--- src/rtl/timer_mc_pkg.sv ---
// timer_mc_pkg: register map, channel layout, CH_CTRL bit positions and shared types for timer_mc
package timer_mc_pkg;
  localparam logic [9:0] CTRL_OFF        = 10'h000;
  localparam logic [9:0] PRESCALE_OFF    = 10'h004;
  localparam logic [9:0] MTIME_LO_OFF    = 10'h008;
  localparam logic [9:0] MTIME_HI_OFF    = 10'h00C;
  localparam logic [9:0] INTR_STATE_OFF  = 10'h010;
  localparam logic [9:0] INTR_ENABLE_OFF = 10'h014;
  localparam logic [9:0] CH_BASE         = 10'h100;
  localparam logic [9:0] CH_STRIDE       = 10'h010;
  localparam logic [3:0] CMP_LO_OFF      = 4'h0;
  localparam logic [3:0] CMP_HI_OFF      = 4'h4;
  localparam logic [3:0] CH_CTRL_OFF     = 4'h8;
  localparam logic [3:0] RELOAD_OFF      = 4'hC;
  localparam int CH_CTRL_EN_BIT  = 0;
  localparam int CH_CTRL_PER_BIT = 1;
  typedef struct packed {
    logic periodic;
    logic enable;
  } ch_cfg_t;
  function automatic logic [31:0] be_mask(input logic [3:0] be);
    return {{8{be[3]}}, {8{be[2]}}, {8{be[1]}}, {8{be[0]}}};
  endfunction
  function automatic logic [31:0] be_merge(input logic [31:0] old_v, input logic [31:0] wdata, input logic [3:0] be);
    return (old_v & ~be_mask(be)) | (wdata & be_mask(be));
  endfunction
endpackage

--- src/rtl/timer_mc_channel.sv ---
// timer_mc_channel: one compare channel holding a 64-bit compare value, reload value and enable/periodic control
module timer_mc_channel import timer_mc_pkg::*; (
  input  logic        clk_i,
  input  logic        rst_ni,
  input  logic [63:0] mtime_i,
  input  logic        wr_i,
  input  logic [3:0]  off_i,
  input  logic [31:0] wdata_i,
  input  logic [3:0]  be_i,
  output logic        match_o,
  output logic [31:0] rdata_o
);
  logic [63:0] cmp_q, cmp_d;
  logic [31:0] reload_q, reload_d;
  logic [31:0] cfg_rd;
  ch_cfg_t cfg_q, cfg_d;

  assign match_o = cfg_q.enable && mtime_i >= cmp_q;

  // a match advances the compare or disarms the channel; a bus write to a register overrides that register
  always_comb begin
    cmp_d = match_o && cfg_q.periodic ? cmp_q + {32'h0, reload_q} : cmp_q;
    reload_d = reload_q;
    cfg_d = cfg_q;
    if (match_o && !cfg_q.periodic) cfg_d.enable = 1'b0;
    if (wr_i && off_i == CMP_LO_OFF) cmp_d[31:0] = be_merge(cmp_q[31:0], wdata_i, be_i);
    if (wr_i && off_i == CMP_HI_OFF) cmp_d[63:32] = be_merge(cmp_q[63:32], wdata_i, be_i);
    if (wr_i && off_i == RELOAD_OFF) reload_d = be_merge(reload_q, wdata_i, be_i);
    if (wr_i && off_i == CH_CTRL_OFF && be_i[0]) begin
      cfg_d.enable = wdata_i[CH_CTRL_EN_BIT];
      cfg_d.periodic = wdata_i[CH_CTRL_PER_BIT];
    end
    cfg_rd = '0;
    cfg_rd[CH_CTRL_EN_BIT] = cfg_q.enable;
    cfg_rd[CH_CTRL_PER_BIT] = cfg_q.periodic;
    rdata_o = off_i == CMP_LO_OFF ? cmp_q[31:0] :
              off_i == CMP_HI_OFF ? cmp_q[63:32] :
              off_i == CH_CTRL_OFF ? cfg_rd : reload_q;
  end

  // channel state; the compare value comes out of reset as all-ones so nothing matches
  always_ff @(posedge clk_i or negedge rst_ni) begin
    if (!rst_ni) begin
      cmp_q <= '1;
      reload_q <= '0;
      cfg_q <= '0;
    end else begin
      cmp_q <= cmp_d;
      reload_q <= reload_d;
      cfg_q <= cfg_d;
    end
  end
endmodule

--- src/rtl/timer_mc.sv ---
// timer_mc: multi-channel 64-bit compare timer with prescaler and register bus; TIMER_MC_SHADOW_EN adds an MTIME_HI read shadow
module timer_mc import timer_mc_pkg::*; #(
  parameter int NumChannels   = 4,
  parameter int DataWidth     = 32,
  parameter int AddressWidth  = 32,
  parameter int PrescaleWidth = 16
) (
  input  logic                    clk_i,
  input  logic                    rst_ni,
  input  logic                    timer_req_i,
  input  logic                    timer_we_i,
  input  logic [DataWidth/8-1:0]  timer_be_i,
  input  logic [AddressWidth-1:0] timer_addr_i,
  input  logic [DataWidth-1:0]    timer_wdata_i,
  output logic                    timer_rvalid_o,
  output logic [DataWidth-1:0]    timer_rdata_o,
  output logic                    timer_err_o,
  output logic [NumChannels-1:0]  timer_intr_o,
  output logic                    timer_intr_any_o
);
  logic [9:0] a, rel;
  logic [2:0] ch_idx;
  logic glb_sel, ch_sel, hit, wr, rd, tick, unused_addr;
  logic [31:0] m, glb_rd, ch_rd, mtime_hi_rd;
  logic [31:0] ch_rdata [NumChannels];
  logic [NumChannels-1:0] match, w1c;
  logic ctrl_q, ctrl_d;
  logic [PrescaleWidth-1:0] prescale_q, prescale_d, presc_cnt_q, presc_cnt_d;
  logic [63:0] mtime_q, mtime_d;
  logic [NumChannels-1:0] intr_state_q, intr_state_d, intr_enable_q, intr_enable_d;
  logic rvalid_q, rvalid_d, err_q, err_d;
  logic [31:0] rdata_q, rdata_d;

  assign a = timer_addr_i[9:0];
  assign rel = a - CH_BASE;
  assign ch_idx = rel[6:4];
  assign ch_sel = a >= CH_BASE && rel < 10'(NumChannels) * CH_STRIDE && rel[1:0] == 2'b00;
  assign glb_sel = a inside {CTRL_OFF, PRESCALE_OFF, MTIME_LO_OFF, MTIME_HI_OFF, INTR_STATE_OFF, INTR_ENABLE_OFF};
  assign hit = glb_sel || ch_sel;
  assign wr = timer_req_i && timer_we_i && hit;
  assign rd = timer_req_i && !timer_we_i && hit;
  assign m = be_mask(timer_be_i);
  assign unused_addr = ^timer_addr_i;
  assign timer_intr_o = intr_state_q & intr_enable_q;
  assign timer_intr_any_o = |timer_intr_o;
  assign timer_rvalid_o = rvalid_q;
  assign timer_rdata_o = rdata_q;
  assign timer_err_o = err_q;

  for (genvar c = 0; c < NumChannels; c++) begin : g_ch
    timer_mc_channel u_ch (
      .clk_i   (clk_i),
      .rst_ni  (rst_ni),
      .mtime_i (mtime_q),
      .wr_i    (wr && ch_sel && ch_idx == 3'(c)),
      .off_i   (rel[3:0]),
      .wdata_i (timer_wdata_i),
      .be_i    (timer_be_i),
      .match_o (match[c]),
      .rdata_o (ch_rdata[c])
    );
  end

`ifdef TIMER_MC_SHADOW_EN
  logic [31:0] shadow_q, shadow_d;
  assign shadow_d = rd && a == MTIME_LO_OFF ? mtime_q[63:32] : shadow_q;
  assign mtime_hi_rd = shadow_q;
  // upper mtime half captured on each MTIME_LO read for a consistent 64-bit snapshot
  always_ff @(posedge clk_i or negedge rst_ni) begin
    if (!rst_ni) shadow_q <= '0;
    else shadow_q <= shadow_d;
  end
`else
  assign mtime_hi_rd = mtime_q[63:32];
`endif

  // read data of the addressed channel
  always_comb begin
    ch_rd = '0;
    for (int i = 0; i < NumChannels; i++) if (ch_idx == 3'(i)) ch_rd = ch_rdata[i];
  end

  // register updates, prescaler/mtime advance and the registered bus response
  always_comb begin
    ctrl_d = wr && a == CTRL_OFF && timer_be_i[0] ? timer_wdata_i[0] : ctrl_q;
    prescale_d = wr && a == PRESCALE_OFF ? PrescaleWidth'(be_merge(32'(prescale_q), timer_wdata_i, timer_be_i)) : prescale_q;
    tick = ctrl_q && presc_cnt_q >= prescale_q;
    presc_cnt_d = !ctrl_q ? presc_cnt_q : tick ? '0 : presc_cnt_q + PrescaleWidth'(1);
    mtime_d = wr && a == MTIME_LO_OFF ? {mtime_q[63:32], be_merge(mtime_q[31:0], timer_wdata_i, timer_be_i)} :
              wr && a == MTIME_HI_OFF ? {be_merge(mtime_q[63:32], timer_wdata_i, timer_be_i), mtime_q[31:0]} :
              mtime_q + 64'(tick);
    w1c = wr && a == INTR_STATE_OFF ? NumChannels'(timer_wdata_i & m) : '0;
    intr_state_d = (intr_state_q & ~w1c) | match;
    intr_enable_d = wr && a == INTR_ENABLE_OFF ? NumChannels'(be_merge(32'(intr_enable_q), timer_wdata_i, timer_be_i)) : intr_enable_q;
    glb_rd = a == CTRL_OFF ? {31'h0, ctrl_q} :
             a == PRESCALE_OFF ? 32'(prescale_q) :
             a == MTIME_LO_OFF ? mtime_q[31:0] :
             a == MTIME_HI_OFF ? mtime_hi_rd :
             a == INTR_STATE_OFF ? 32'(intr_state_q) : 32'(intr_enable_q);
    rvalid_d = timer_req_i;
    err_d = timer_req_i && !hit;
    rdata_d = rd ? (glb_sel ? glb_rd : ch_rd) : '0;
  end

  // global state and bus response registers
  always_ff @(posedge clk_i or negedge rst_ni) begin
    if (!rst_ni) begin
      ctrl_q <= 1'b0;
      prescale_q <= '0;
      presc_cnt_q <= '0;
      mtime_q <= '0;
      intr_state_q <= '0;
      intr_enable_q <= '0;
      rvalid_q <= 1'b0;
      err_q <= 1'b0;
      rdata_q <= '0;
    end else begin
      ctrl_q <= ctrl_d;
      prescale_q <= prescale_d;
      presc_cnt_q <= presc_cnt_d;
      mtime_q <= mtime_d;
      intr_state_q <= intr_state_d;
      intr_enable_q <= intr_enable_d;
      rvalid_q <= rvalid_d;
      err_q <= err_d;
      rdata_q <= rdata_d;
    end
  end
endmodule
--- config.mk ---
export PLATFORM = sky130hd
export DESIGN_NAME = timer_mc
export DESIGN_NICKNAME = d
export VERILOG_FILES = /design/src/rtl/timer_mc_pkg.sv /design/src/rtl/timer_mc_channel.sv /design/src/rtl/timer_mc.sv
export SDC_FILE = /design/constraint.sdc
export NUM_CORES = 2
export LEC_CHECK = 0
export BUFFER_PORTS_ARGS = -buffer_cell sky130_fd_sc_hd__buf_2
export CORE_ASPECT_RATIO = 0.9
export CORE_MARGIN = 10
export CORE_UTILIZATION = 35
export DETAILED_ROUTE_END_ITERATION = 10
export PLACE_DENSITY = 0.51
export SETUP_SLACK_MARGIN = 0.2
export SYNTH_ARGS = -nofsm -noshare
export SYNTH_HDL_FRONTEND = slang
export SYNTH_SLANG_ARGS = --single-unit
export TNS_END_PERCENT = 30
--- constraint.sdc ---
create_clock -name clk_i -period 8.9 [get_ports clk_i]
set_clock_uncertainty 0.15 [all_clocks]
set_input_delay 1.78 -clock clk_i [delete_from_list [all_inputs] [get_ports clk_i]]
set_output_delay 1.78 -clock clk_i [all_outputs]
set_load 0.01 [all_outputs]
==> impl_results.md <==
- Outcome: completed
- FILL cells: 12972
- Tightest Hold Check Type: register to register
- Setup-failing EPs final: 0
- Synth Warn #: 0
- DP Cell Count: 7018
- Power per cell area: 129 nW/µm²
- Global-route wire length before repair: 302000 µm
- Peak Freq: 0.146 GHz
- Max-cap violation count: 0
- Syn avg cell area: 8.10 µm²
- Hold depth: 2
- DIE AREA: 140000 µm²
- RSZ-0062 raised after global routing: no
- I/O Buffers: 88
- Worst IR drop on VDD: 0.000123 V
- Top FF cell, synth: dfrtp_1
- Max-slew violations: 0
- Clock sink count: 531
- Initial Util: 0.352
- Ports: 111
- Initial antenna violation count: 14
- Fraction of registers with async set/reset: 1.00
- H-Tree Depth: 3
- GP Congestion: 1.00
- Chip width: 393 µm
- Largest net degree at the start of global routing: 142
- Row count: 123
- DRT Pass-1 Iters: 9
- Worst-case reg-to-reg path depth: 21
- Critical path peak fanout: 11
- Vias: 44718
- DR WL/cell: 29.9 µm
- Final wirelength: 214000 µm
- Layout cell share with drive strength beyond 1: 0.141
- Die height: 356 µm
- Crit path DAT: 7.34 ns
- WP data required: 9.37 ns
- #FFs+latches synth: 531
- # hold bufs at CTS: 0
- Sequential share of the synthesized area: 0.310
- Slew HR: 0.126
- Gr ovfl total: 0
- Crit path capture type: register
- WS Path Type: register to register
- Vias in the first global route: 41139
- CTS tree: built
- Avg Vias per Cell: 6.25
- Actual slew at the worst max-slew pin: 1.31 ns
- Leakage: 21.5 nW
- Gate Count Post-Synth: 5422
- Net count after synthesis: 5901
- Inserted Clock Buffers: 69
- Area Overhead vs Synth: 10.7%
- Antenna Nets Post-Route: 0
- CTS Root Cell: clkbuf_16
- Overall global routing resource usage: 0.292
- Fin cells: 7154
- Tmin final: 6.86 ns
- Clock Latency Late Sink: 0.69 ns
- Core Region: 125000 µm²
- # resized after CTS: 0
- Clock Pin Slew Worst Setup and Hold Paths: 0.06 ns
- DP HPWL: 164000 µm
- Drc violations: 0
- Period utilization: 0.771
- CP startpoint kind: register
- Post-CTS Setup Inserts: 0
- 1st-iter DRT viols: 5702
- Mapped Area: 43900 µm²
- Nets: 5881
- EDFF count, synth: 0
- Final hold violation count: 0
- Synth cell types: 92
- TNS Setup: 0 ns
- CTS Buffer Depth: 3
-- routing by layer --
layer / GRT usage / wire length (µm)
met1: 0.407 / 94600
met2: 0.409 / 84500
met3: 0.0861 / 22700
met4: 0.138 / 11800
met5: 0 / 45
-- power breakdown --
| part | total, W | leakage [nW] | internal [W] | switching [W] |
|---|---|---|---|---|
| combinational | 0.000797 | 14.1 | 0.000224 | 0.000573 |
| sequential | 0.00252 | 6.32 | 0.00249 | 0.0000357 |
| clock | 0.00296 | 1.13 | 0.00169 | 0.00127 |
| total | 0.00628 | 21.5 | 0.00440 | 0.00188 |
-- worst max-delay path, cell delays in order, from the launching register on --
cell	delay (ns)
dfrtp_1	0.40
inv_1	0.06
ha_1	0.26
nand2b_1	0.10
a21o_1	0.11
a21o_1	0.11
a211oi_1	0.07
o21bai_1	0.13
a31oi_1	0.10
o31ai_1	0.74
and2_1	0.62
ha_1	0.28
and3_1	0.24
or3b_2	0.54
nor4_2	0.82
nand2_1	0.54
nor2_1	0.46
nand2_1	0.17
nor3_1	0.35
nand3_1	0.15
a21oi_1	0.19
o221a_2	0.20
-- per-stage QoR --
stage | util | power, W | hold WS, ns | setup slack [ns] | area, µm²
floorplan | - | 0.00300 | 0.298 | 3.80 | 43900
global placement | 0.371 | 0.00333 | 0.317 | 2.22 | 46300
detailed placement | 0.371 | 0.00333 | 0.329 | 2.21 | 46300
CTS | 0.389 | 0.00629 | 0.337 | 2.19 | 48600
global route | 0.389 | 0.00646 | 0.370 | 1.60 | 48600
finish | 0.390 | 0.00628 | 0.336 | 2.04 | 48600
-- worst paths after layout --
| kind | end | slack, ns | start |
|---|---|---|---|
| worst max-delay path | register | 2.04 | presc_cnt_q[0] |
| worst min-delay path | register | 0.34 | register |
| worst max register to register | register | 2.04 | presc_cnt_q[0] |
| worst min register to register | register | 0.34 | register |
| max in group asynchronous | timer_rdata_o[18] | 6.18 | rst_ni |
| min in group asynchronous | async pin | 0.95 | rst_ni |
-- layout by cell type, fill, tap and decap left out, types with 48 or more instances in the layout --
master	Yosys	routed
a21oi_1	587	587
nand2_1	567	563
nor2_1	479	471
ha_1	403	403
o21ai_0	365	365
inv_1	341	341
dfrtp_1	275	275
dfstp_2	256	256
nand3_1	174	174
mux2_2	140	140
a211oi_1	117	117
nor3_1	117	114
nand4_1	107	107
buf_4	0	99
a21o_1	92	92
mux2i_1	87	87
buf_2	6	86
o22ai_1	80	80
a221oi_1	77	77
xnor2_1	76	76
clkbuf_16	0	71
a31oi_1	49	49
nand2b_1	48	48
and3_1	48	48
-- logic make-up (layout without fill, tap and decap cells) --
kind of cell / after synthesis / count (layout) / synth area share
muxes: 229 / 229 / 0.0567
adders and majority gates: 407 / 407 / 0.117
DFF: 531 / 531 / 0.310
xor gates and xnor gates: 123 / 123 / 0.0245
AOI/OAI and AO/OA: 1751 / 1751 / 0.253
and+or+nand+nor: 1758 / 1758 / 0.186
buffers and inverters: 623 / 660 / 0.0536
other: 0 / 8 / 0
-- cell type report --
| cell class | count | area [µm²] | share of cell area |
|---|---|---|---|
| Antenna cell | 8 | 20.0 | 0.000412 |
| Clock buffer | 104 | 2090 | 0.0430 |
| Clock inverter | 24 | 199 | 0.00409 |
| Inverter | 342 | 1280 | 0.0264 |
| Multi-Input combinational cell | 4268 | 28100 | 0.577 |
| Sequential cell | 531 | 13600 | 0.280 |
| Tap cell | 1687 | 2110 | 0.0434 |
| Timing Repair Buffer | 190 | 1260 | 0.0259 |
-- synth_stat cells, types with 19 or more instances --
cell type | number | area share
a21oi_1 | 587 | 0.067
nand2_1 | 567 | 0.048
nor2_1 | 479 | 0.041
ha_1 | 403 | 0.11
o21ai_0 | 365 | 0.042
inv_1 | 341 | 0.029
dfrtp_1 | 275 | 0.16
dfstp_2 | 256 | 0.15
clkbuf_1 | 250 | 0.021
nand3_1 | 174 | 0.020
mux2_2 | 140 | 0.036
a211oi_1 | 117 | 0.020
nor3_1 | 117 | 0.013
nand4_1 | 107 | 0.015
a21o_1 | 92 | 0.016
mux2i_1 | 87 | 0.020
o22ai_1 | 80 | 0.011
a221oi_1 | 77 | 0.015
xnor2_1 | 76 | 0.015
a31oi_1 | 49 | 0.0070
and3_1 | 48 | 0.0068
nand2b_1 | 48 | 0.0068
xor2_1 | 47 | 0.0094
nor4_1 | 43 | 0.0061
o211ai_1 | 41 | 0.0070
and2_1 | 37 | 0.0053
nor2b_1 | 32 | 0.0046
o31ai_1 | 32 | 0.0055
or3_1 | 30 | 0.0043
o21a_1 | 28 | 0.0048
a222oi_1 | 26 | 0.0059
buf_1 | 23 | 0.0020
o311ai_0 | 22 | 0.0044
o21bai_1 | 21 | 0.0036
a311oi_1 | 19 | 0.0038
No activity file was read; power rests on OpenSTA's default activity.
